## config.mk

```make
export PLATFORM = sky130hd
export DESIGN_NAME = pipeline_hazard_ctrl_flat
export DESIGN_NICKNAME = d
export VERILOG_FILES = /design/src/rtl/pipeline_hazard_ctrl_pkg.sv /design/src/rtl/pipeline_hazard_ctrl_if.sv /design/src/rtl/pipeline_hazard_ctrl_fwd_select.sv /design/src/rtl/pipeline_hazard_ctrl.sv /design/src/flat_wrapper.sv
export SDC_FILE = /design/constraint.sdc
export NUM_CORES = 1
export LEC_CHECK = 0
export BUFFER_PORTS_ARGS = -buffer_cell sky130_fd_sc_hd__clkbuf_2
export CELL_PAD_IN_SITES_DETAIL_PLACEMENT = 0
export CELL_PAD_IN_SITES_GLOBAL_PLACEMENT = 1
export CORE_MARGIN = 4
export CORE_UTILIZATION = 37
export CTS_CLUSTER_SIZE = 12
export DETAILED_ROUTE_END_ITERATION = 12
export GPL_ROUTABILITY_DRIVEN = 0
export PLACE_DENSITY = 0.91
export SYNTH_ARGS = -nofsm -noshare
export SYNTH_HDL_FRONTEND = slang
export SYNTH_SLANG_ARGS = --single-unit
```

## constraint.sdc

```tcl
create_clock -name clk -period 3.5 [get_ports clk]
set_input_delay 0.7 -clock clk [delete_from_list [all_inputs] [get_ports clk]]
set_output_delay 0.7 -clock clk [all_outputs]
set_load 0.005 [all_outputs]
```

## src/rtl/pipeline_hazard_ctrl_pkg.sv

```systemverilog
// Shared encodings for the hazard controller: forwarding selects and memory-wait FSM states.
// Pure types and helpers; no logic, no latency.
package pipeline_hazard_ctrl_pkg;

    typedef enum logic [1:0] {
        FWD_RF  = 2'b00,
        FWD_MEM = 2'b01,
        FWD_WB  = 2'b10
    } fwd_sel_e;

    typedef enum logic [1:0] {
        ST_IDLE = 2'b00,
        ST_WAIT = 2'b01,
        ST_DONE = 2'b10
    } mem_state_e;

    // Width of the memory-wait down-counter; never zero so MEM_LAT=0 still elaborates.
    function automatic int lat_cnt_w(input int lat);
        return (lat > 0) ? $clog2(lat + 1) : 1;
    endfunction

endpackage

```

## src/rtl/pipeline_hazard_ctrl_if.sv

```systemverilog
// Pipeline-side view of the hazard controller: stage register fields in, enables/flushes/selects out.
// Purely a signal bundle; timing is set by the controller and the pipeline registers.
interface pipeline_hazard_ctrl_if #(
    parameter int REG_ADDR_W = 5
);
    logic [REG_ADDR_W-1:0] id_rs1, id_rs2;
    logic                  id_uses_rs1, id_uses_rs2;
    logic                  id_is_branch, id_branch_taken;
    logic [REG_ADDR_W-1:0] ex_rs1, ex_rs2, ex_rd;
    logic                  ex_regwrite, ex_memread, ex_jalr_taken;
    logic [REG_ADDR_W-1:0] mem_rd;
    logic                  mem_regwrite, mem_memread, mem_memwrite;
    logic [REG_ADDR_W-1:0] wb_rd;
    logic                  wb_regwrite;

    logic [1:0]            forward_a, forward_b;
    logic                  fwd_id_a, fwd_id_b;
    logic                  pc_write, ifid_write, idex_write, exmem_write;
    logic                  ifid_flush, idex_flush, memwb_bubble;

    modport master (
        output id_rs1, id_rs2, id_uses_rs1, id_uses_rs2, id_is_branch, id_branch_taken,
               ex_rs1, ex_rs2, ex_rd, ex_regwrite, ex_memread, ex_jalr_taken,
               mem_rd, mem_regwrite, mem_memread, mem_memwrite, wb_rd, wb_regwrite,
        input  forward_a, forward_b, fwd_id_a, fwd_id_b,
               pc_write, ifid_write, idex_write, exmem_write,
               ifid_flush, idex_flush, memwb_bubble
    );

    modport slave (
        input  id_rs1, id_rs2, id_uses_rs1, id_uses_rs2, id_is_branch, id_branch_taken,
               ex_rs1, ex_rs2, ex_rd, ex_regwrite, ex_memread, ex_jalr_taken,
               mem_rd, mem_regwrite, mem_memread, mem_memwrite, wb_rd, wb_regwrite,
        output forward_a, forward_b, fwd_id_a, fwd_id_b,
               pc_write, ifid_write, idex_write, exmem_write,
               ifid_flush, idex_flush, memwb_bubble
    );

endinterface

```

## src/rtl/pipeline_hazard_ctrl_fwd_select.sv

```systemverilog
// One source register against the EX/MEM and MEM/WB destinations; MEM wins, x0 never matches.
// Combinational, zero latency; no flow control.
module fwd_select
    import pipeline_hazard_ctrl_pkg::*;
#(
    parameter int REG_ADDR_W = 5
) (
    input  logic [REG_ADDR_W-1:0] rs_i,
    input  logic [REG_ADDR_W-1:0] mem_rd_i,
    input  logic                  mem_regwrite_i,
    input  logic                  mem_memread_i,
    input  logic [REG_ADDR_W-1:0] wb_rd_i,
    input  logic                  wb_regwrite_i,
    output fwd_sel_e              sel_o
);

    always_comb begin
        sel_o = FWD_RF;
        // A load in MEM has no ALU result to hand over yet.
        if (mem_regwrite_i && !mem_memread_i && (mem_rd_i != '0) && (mem_rd_i == rs_i)) begin
            sel_o = FWD_MEM;
        end else if (wb_regwrite_i && (wb_rd_i != '0) && (wb_rd_i == rs_i)) begin
            sel_o = FWD_WB;
        end
    end

endmodule

```

## src/rtl/pipeline_hazard_ctrl.sv

```systemverilog
// Hazard controller for the 5-stage pipeline: forwarding, stalls, flushes, data-memory wait, perf counters.
// All controls combinational from current inputs and FSM state; only the FSM and counters are registered.
module pipeline_hazard_ctrl
    import pipeline_hazard_ctrl_pkg::*;
#(
    parameter int REG_ADDR_W = 5,
    parameter int MEM_LAT    = 0,
    parameter int CNT_W      = 16
) (
    input  logic                  clk,
    input  logic                  rst_n,
    input  logic                  enable_i,
    pipeline_hazard_ctrl_if.slave hz,
    output logic [CNT_W-1:0]      stall_cnt_o,
    output logic [CNT_W-1:0]      flush_cnt_o
);

    localparam int              CW       = lat_cnt_w(MEM_LAT);
    localparam int              LOAD_I   = (MEM_LAT > 0) ? MEM_LAT - 1 : 0;
    localparam logic [CW-1:0]   LOAD     = LOAD_I[CW-1:0];
    localparam bit              HAS_LAT  = (MEM_LAT > 0);

    fwd_sel_e   sel_ex_a, sel_ex_b, sel_id_a, sel_id_b;
    mem_state_e state_q, state_d;
    logic [CW-1:0]    count_q, count_d;
    logic [CNT_W-1:0] stall_q, flush_q;
    logic trigger, mem_stall, lu, bo, bo_a, bo_b;
    logic pc_write, ifid_write, idex_write, exmem_write, ifid_flush, idex_flush, memwb_bubble;

    fwd_select #(.REG_ADDR_W(REG_ADDR_W)) u_fwd_ex_a (
        .rs_i(hz.ex_rs1), .mem_rd_i(hz.mem_rd), .mem_regwrite_i(hz.mem_regwrite),
        .mem_memread_i(hz.mem_memread), .wb_rd_i(hz.wb_rd), .wb_regwrite_i(hz.wb_regwrite),
        .sel_o(sel_ex_a));
    fwd_select #(.REG_ADDR_W(REG_ADDR_W)) u_fwd_ex_b (
        .rs_i(hz.ex_rs2), .mem_rd_i(hz.mem_rd), .mem_regwrite_i(hz.mem_regwrite),
        .mem_memread_i(hz.mem_memread), .wb_rd_i(hz.wb_rd), .wb_regwrite_i(hz.wb_regwrite),
        .sel_o(sel_ex_b));
    // The decode comparator only has a bypass from EX/MEM, so WB matching is disabled here.
    fwd_select #(.REG_ADDR_W(REG_ADDR_W)) u_fwd_id_a (
        .rs_i(hz.id_rs1), .mem_rd_i(hz.mem_rd), .mem_regwrite_i(hz.mem_regwrite),
        .mem_memread_i(hz.mem_memread), .wb_rd_i(hz.wb_rd), .wb_regwrite_i(1'b0),
        .sel_o(sel_id_a));
    fwd_select #(.REG_ADDR_W(REG_ADDR_W)) u_fwd_id_b (
        .rs_i(hz.id_rs2), .mem_rd_i(hz.mem_rd), .mem_regwrite_i(hz.mem_regwrite),
        .mem_memread_i(hz.mem_memread), .wb_rd_i(hz.wb_rd), .wb_regwrite_i(1'b0),
        .sel_o(sel_id_b));

    assign hz.forward_a = sel_ex_a;
    assign hz.forward_b = sel_ex_b;
    assign hz.fwd_id_a  = hz.id_uses_rs1 && (sel_id_a == FWD_MEM);
    assign hz.fwd_id_b  = hz.id_uses_rs2 && (sel_id_b == FWD_MEM);

    assign lu = hz.ex_memread && (hz.ex_rd != '0) &&
                ((hz.id_uses_rs1 && (hz.ex_rd == hz.id_rs1)) ||
                 (hz.id_uses_rs2 && (hz.ex_rd == hz.id_rs2)));

    assign bo_a = hz.id_uses_rs1 && (hz.id_rs1 != '0) &&
                  ((hz.ex_regwrite && (hz.ex_rd == hz.id_rs1)) ||
                   (hz.mem_memread && (hz.mem_rd == hz.id_rs1)));
    assign bo_b = hz.id_uses_rs2 && (hz.id_rs2 != '0) &&
                  ((hz.ex_regwrite && (hz.ex_rd == hz.id_rs2)) ||
                   (hz.mem_memread && (hz.mem_rd == hz.id_rs2)));
    assign bo   = hz.id_is_branch && (bo_a || bo_b);

    assign trigger = enable_i && HAS_LAT && (hz.mem_memread || hz.mem_memwrite);

    always_ff @(posedge clk or negedge rst_n) begin
        if (!rst_n) begin
            state_q <= ST_IDLE;
            count_q <= '0;
        end else begin
            state_q <= state_d;
            count_q <= count_d;
        end
    end

    always_comb begin
        state_d   = state_q;
        count_d   = count_q;
        mem_stall = 1'b0;
        case (state_q)
            ST_IDLE: begin
                if (trigger) begin
                    mem_stall = 1'b1;
                    state_d   = ST_WAIT;
                    count_d   = LOAD;
                end
            end
            ST_WAIT: begin
                mem_stall = 1'b1;
                if (enable_i) begin
                    if (count_q == '0) state_d = ST_DONE;
                    else               count_d = count_q - CW'(1);
                end
            end
            // One release cycle so the access still sitting in MEM does not re-trigger.
            ST_DONE: begin
                if (enable_i) state_d = ST_IDLE;
            end
            default: state_d = ST_IDLE;
        endcase
    end

    always_comb begin
        pc_write     = 1'b1;
        ifid_write   = 1'b1;
        idex_write   = 1'b1;
        exmem_write  = 1'b1;
        ifid_flush   = 1'b0;
        idex_flush   = 1'b0;
        memwb_bubble = 1'b0;
        if (mem_stall) begin
            pc_write     = 1'b0;
            ifid_write   = 1'b0;
            idex_write   = 1'b0;
            exmem_write  = 1'b0;
            memwb_bubble = 1'b1;
        end else if (hz.ex_jalr_taken) begin
            ifid_flush = 1'b1;
            idex_flush = 1'b1;
        end else if (lu || bo) begin
            pc_write   = 1'b0;
            ifid_write = 1'b0;
            idex_flush = 1'b1;
        end else if (hz.id_branch_taken) begin
            ifid_flush = 1'b1;
        end
    end

    assign hz.pc_write     = pc_write;
    assign hz.ifid_write   = ifid_write;
    assign hz.idex_write   = idex_write;
    assign hz.exmem_write  = exmem_write;
    assign hz.ifid_flush   = ifid_flush;
    assign hz.idex_flush   = idex_flush;
    assign hz.memwb_bubble = memwb_bubble;

    always_ff @(posedge clk or negedge rst_n) begin
        if (!rst_n) begin
            stall_q <= '0;
            flush_q <= '0;
        end else if (enable_i) begin
            if (!pc_write && (stall_q != {CNT_W{1'b1}}))
                stall_q <= stall_q + CNT_W'(1);
            if ((ifid_flush || idex_flush) && (flush_q != {CNT_W{1'b1}}))
                flush_q <= flush_q + CNT_W'(1);
        end
    end

    assign stall_cnt_o = stall_q;
    assign flush_cnt_o = flush_q;

endmodule

```

## src/flat_wrapper.sv

```systemverilog
// flat-port wrapper written by rule: the top's interface ports become plain ports
module pipeline_hazard_ctrl_flat import pipeline_hazard_ctrl_pkg::*;
#(
    parameter int REG_ADDR_W = 5,
    parameter int MEM_LAT    = 0,
    parameter int CNT_W      = 16
)
  (clk, rst_n, enable_i, stall_cnt_o, flush_cnt_o, hz_id_rs1, hz_id_rs2, hz_id_uses_rs1, hz_id_uses_rs2, hz_id_is_branch, hz_id_branch_taken, hz_ex_rs1, hz_ex_rs2, hz_ex_rd, hz_ex_regwrite, hz_ex_memread, hz_ex_jalr_taken, hz_mem_rd, hz_mem_regwrite, hz_mem_memread, hz_mem_memwrite, hz_wb_rd, hz_wb_regwrite, hz_forward_a, hz_forward_b, hz_fwd_id_a, hz_fwd_id_b, hz_pc_write, hz_ifid_write, hz_idex_write, hz_exmem_write, hz_ifid_flush, hz_idex_flush, hz_memwb_bubble);
  pipeline_hazard_ctrl_if #(.REG_ADDR_W(REG_ADDR_W)) hz_i ();
  input  logic clk;
  input  logic rst_n;
  input  logic enable_i;
  output logic [CNT_W-1:0] stall_cnt_o;
  output logic [CNT_W-1:0] flush_cnt_o;
  input wire logic [$bits(hz_i.id_rs1)-1:0] hz_id_rs1;
  input wire logic [$bits(hz_i.id_rs2)-1:0] hz_id_rs2;
  input wire logic [$bits(hz_i.id_uses_rs1)-1:0] hz_id_uses_rs1;
  input wire logic [$bits(hz_i.id_uses_rs2)-1:0] hz_id_uses_rs2;
  input wire logic [$bits(hz_i.id_is_branch)-1:0] hz_id_is_branch;
  input wire logic [$bits(hz_i.id_branch_taken)-1:0] hz_id_branch_taken;
  input wire logic [$bits(hz_i.ex_rs1)-1:0] hz_ex_rs1;
  input wire logic [$bits(hz_i.ex_rs2)-1:0] hz_ex_rs2;
  input wire logic [$bits(hz_i.ex_rd)-1:0] hz_ex_rd;
  input wire logic [$bits(hz_i.ex_regwrite)-1:0] hz_ex_regwrite;
  input wire logic [$bits(hz_i.ex_memread)-1:0] hz_ex_memread;
  input wire logic [$bits(hz_i.ex_jalr_taken)-1:0] hz_ex_jalr_taken;
  input wire logic [$bits(hz_i.mem_rd)-1:0] hz_mem_rd;
  input wire logic [$bits(hz_i.mem_regwrite)-1:0] hz_mem_regwrite;
  input wire logic [$bits(hz_i.mem_memread)-1:0] hz_mem_memread;
  input wire logic [$bits(hz_i.mem_memwrite)-1:0] hz_mem_memwrite;
  input wire logic [$bits(hz_i.wb_rd)-1:0] hz_wb_rd;
  input wire logic [$bits(hz_i.wb_regwrite)-1:0] hz_wb_regwrite;
  output wire logic [$bits(hz_i.forward_a)-1:0] hz_forward_a;
  output wire logic [$bits(hz_i.forward_b)-1:0] hz_forward_b;
  output wire logic [$bits(hz_i.fwd_id_a)-1:0] hz_fwd_id_a;
  output wire logic [$bits(hz_i.fwd_id_b)-1:0] hz_fwd_id_b;
  output wire logic [$bits(hz_i.pc_write)-1:0] hz_pc_write;
  output wire logic [$bits(hz_i.ifid_write)-1:0] hz_ifid_write;
  output wire logic [$bits(hz_i.idex_write)-1:0] hz_idex_write;
  output wire logic [$bits(hz_i.exmem_write)-1:0] hz_exmem_write;
  output wire logic [$bits(hz_i.ifid_flush)-1:0] hz_ifid_flush;
  output wire logic [$bits(hz_i.idex_flush)-1:0] hz_idex_flush;
  output wire logic [$bits(hz_i.memwb_bubble)-1:0] hz_memwb_bubble;
  assign hz_i.id_rs1 = hz_id_rs1;
  assign hz_i.id_rs2 = hz_id_rs2;
  assign hz_i.id_uses_rs1 = hz_id_uses_rs1;
  assign hz_i.id_uses_rs2 = hz_id_uses_rs2;
  assign hz_i.id_is_branch = hz_id_is_branch;
  assign hz_i.id_branch_taken = hz_id_branch_taken;
  assign hz_i.ex_rs1 = hz_ex_rs1;
  assign hz_i.ex_rs2 = hz_ex_rs2;
  assign hz_i.ex_rd = hz_ex_rd;
  assign hz_i.ex_regwrite = hz_ex_regwrite;
  assign hz_i.ex_memread = hz_ex_memread;
  assign hz_i.ex_jalr_taken = hz_ex_jalr_taken;
  assign hz_i.mem_rd = hz_mem_rd;
  assign hz_i.mem_regwrite = hz_mem_regwrite;
  assign hz_i.mem_memread = hz_mem_memread;
  assign hz_i.mem_memwrite = hz_mem_memwrite;
  assign hz_i.wb_rd = hz_wb_rd;
  assign hz_i.wb_regwrite = hz_wb_regwrite;
  assign hz_forward_a = hz_i.forward_a;
  assign hz_forward_b = hz_i.forward_b;
  assign hz_fwd_id_a = hz_i.fwd_id_a;
  assign hz_fwd_id_b = hz_i.fwd_id_b;
  assign hz_pc_write = hz_i.pc_write;
  assign hz_ifid_write = hz_i.ifid_write;
  assign hz_idex_write = hz_i.idex_write;
  assign hz_exmem_write = hz_i.exmem_write;
  assign hz_ifid_flush = hz_i.ifid_flush;
  assign hz_idex_flush = hz_i.idex_flush;
  assign hz_memwb_bubble = hz_i.memwb_bubble;
  pipeline_hazard_ctrl #(.REG_ADDR_W(REG_ADDR_W), .MEM_LAT(MEM_LAT), .CNT_W(CNT_W)) u_core (.clk(clk), .rst_n(rst_n), .enable_i(enable_i), .hz(hz_i), .stall_cnt_o(stall_cnt_o), .flush_cnt_o(flush_cnt_o));
endmodule
```

==> out/results.tsv <==
stage	metric	value	unit
outcome	outcome	complete, no violations	
clocking	clk_latency	0.28	ns
detailed_routing	viasPerCell	4.93	
floorplanning	dieArea	7090	um^2
worst_hold_path	hold_path_end	u_core.flush_cnt_o[6]	
worst_hold_path	holdCritStartpoint	u_core.flush_cnt_o[6]	
timing	fin_tns_setup	0	ns
yosys	async_flop_share	1.00	
detailed_routing	first_pass_iters	4	
grt	grt_first_pass_wirelength	9.26	mm
grt	antenna_found_initial	0	
yosys	syn_area	2150	um^2
timing	worst_pin_slew	0.801	ns
worst_setup_path	end_kind	primary output	
yosys	synth_top_cell_area_share	0.373	
finish	drive_gt1_frac	0.333	
floorplanning	die_w	84.2	um
floorplanning	io_pins	94	
timing	max_freq	0.332	GHz
yosys	yosys-top-cells-area	dfrtp_1, xnor2_1, xor2_1	
clocking	postCtsSetupBuffers	0	
power_and_ir_drop	peakVddDrop	0.209	mV
grt	grt.overflow.total	0	
clocking	cts_resized	0	
finish	diodes	0	
detailed_routing	ant_nets	0	
run	maxCapViolCount	0	
worst_setup_path	cp_slowest_cell	or3_1	
yosys	synth_seq_area_share	0.373	
worst_setup_path	critPathLaunchType	primary input	
timing	rsz0062_at_grt	no	
worst_setup_path	cpPeakStageDelay	0.37	ns
yosys	synth_most_common_cell	xnor2_1	
clocking	cts_tree	yes	
yosys	ys_types	35	
timing	fin_skew	0.00254	ns
worst_setup_path	r2r-start	u_core.stall_cnt_o[7]	
yosys	syn-mean-instance-area	9.63	um^2
detailed_routing	post_drt_wl_per_cell	13.7	um
finish	fillCellCount	560	
clocking	root_buffer	clkbuf_8	
worst_setup_path	cp_data_required_time	2.80	ns
worst_setup_path	cp_max_fo	4	
worst_setup_path	reg2reg_depth	7	
floorplanning	start_util	0.385	
worst_setup_path	worst-r2r-setup-slack	1.45	ns
worst_setup_path	worst_ep_arrival_time	2.31	ns
timing	relSlewSlack	0.466	
worst_setup_path	path_buf_inv	2	
finish	num-nets-final	362	
worst_setup_path	cpMostUsedCell	clkbuf_2	
yosys	ys_ff_latch	32	
grt	grt_max_degree	33	
floorplanning	dieHeight	84.2	um
timing	period_minus_slack	3.01	ns
worst_setup_path	rr_endpoint	u_core.stall_cnt_o[1]	
worst_hold_path	hold_depth	1	
worst_setup_path	critPathKind	primary input to primary output	
detailed_routing	drc_errors	0	
clocking	cts_hold_buf	0	
timing	period_share	0.860	
clocking	cts.sinks	32	
timing	fin_ws	0.492	ns
timing	setup_viol	0	
finish	utilization	0.489	
worst_setup_path	critPathTopFamily	simple AND/OR/NAND/NOR gates	
detailed_routing	drtIter0Drc	69	
place	port_buffers	89	
yosys	syn_inst	223	
yosys	ys_warn_count	0	
place	dp_hpwl	4.29	mm
detailed_routing	wl	5.25	mm
power_and_ir_drop	p_leak	1.26	nW
detailed_routing	vias	1892	
grt	gr-usage-all-layers	0.158	
worst_setup_path	cp-startpoint	hz_id_rs2[0]	
grt	grt_pass1_vias	1948	
power_and_ir_drop	powerDensity	367	nW/um^2
worst_setup_path	cp_cell_sequence	clkbuf_2 -> or3_1 -> o311a_1 -> a22oi_4 -> nand2_1 -> or2_2 -> clkbuf_2	
clocking	clockBufferDepth	2	
clocking	htreeDepth	2	
finish	syn2layout_area_growth	26.9	%
yosys	synthTopCellsByCount	xnor2_1, dfrtp_1, nand3_1, nand2_1, nand4_1	
floorplanning	rows	27	
floorplanning	core	5570	um^2
worst_hold_path	min_path_type	register to register	
yosys	synth_top_cell_by_area	dfrtp_1	
timing	hold_viol	0	
clocking	clk_pin_slew_worst_paths	0.06	ns
place	pre_cts_ws	0.482	ns
yosys	synthFlopType	dfrtp_1	
clocking	cts_made_buffers	5	
timing	slew_viol_final	0	
yosys	synth_edf_count	0	
where the power goes:
group / switching [mW] / total (mW) / internal (mW)
logic: 0.116 / 0.245 / 0.128
clock network: 0.129 / 0.289 / 0.160
registers: 0.0522 / 0.466 / 0.414
metrics by stage:
stage               hold slack, ns  cells  area (um^2)  total power [mW]
global route                 0.525    384         2720              1.07
finish                       0.491    384         2720             0.999
detailed placement           0.483    376         2630             0.722
global placement             0.478    376         2630             0.716
CTS                          0.495    384         2720              1.01
floorplan                    0.404    224         2150             0.607
registers in the layout (all words and copies together) (netlist names):
signal and cells:
u_core.flush_cnt_o 16, u_core.stall_cnt_o 16
cell type report:
class / instances / area, um^2 / share of cell area
sequential: 32 / 801 / 0.294
tap: 72 / 90.1 / 0.0331
inverter: 1 / 3.75 / 0.00138
multi-input combinational: 180 / 1280 / 0.469
clock buffer: 8 / 90.1 / 0.0331
timing repair buffer: 91 / 460 / 0.169
cell families after synthesis:
| logic type | synth area share |
|---|---|
| AOI/OAI and AO/OA | 0.0548 |
| xor gates and xnor gates | 0.286 |
| adders and majority gates | 0.0117 |
| buffers and inverters | 0.0332 |
| DFF | 0.373 |
| muxes | 0.0105 |
| other | 0.00350 |
| and+or+nand+nor | 0.228 |
cell usage in the layout (no fill, tap or decap), types with 5 or more instances in the layout:
master and instances:
nand2_1 17, nor2_1 9, dfrtp_1 32, nand3_1 20
or4_1 5, xor2_1 16, clkbuf_2 89, xnor2_1 54
nand4_1 17, clkbuf_8 6, and3_1 7
layer usage:
layer | vias up | share of wire | global-route usage
met1 | 888 | 0.44 | 0.210
li1 | 947 | - | -
met5 | - | 0 | 0
met3 | 4 | 0.062 | 0.0412
met2 | 53 | 0.49 | 0.261
met4 | 0 | 0.0048 | 0.0307
worst max path at each step:
stage,end,slack [ns],depth (start not counted)
after floorplan,hz_idex_flush,0.72,5
after detailed placement,hz_idex_flush,0.48,7
after global routing,hz_idex_flush,0.38,7
after global placement,hz_idex_flush,0.49,7
final,hz_idex_flush,0.49,7
after CTS,hz_idex_flush,0.48,7
Note: power is estimated with default switching activity, not from simulation.
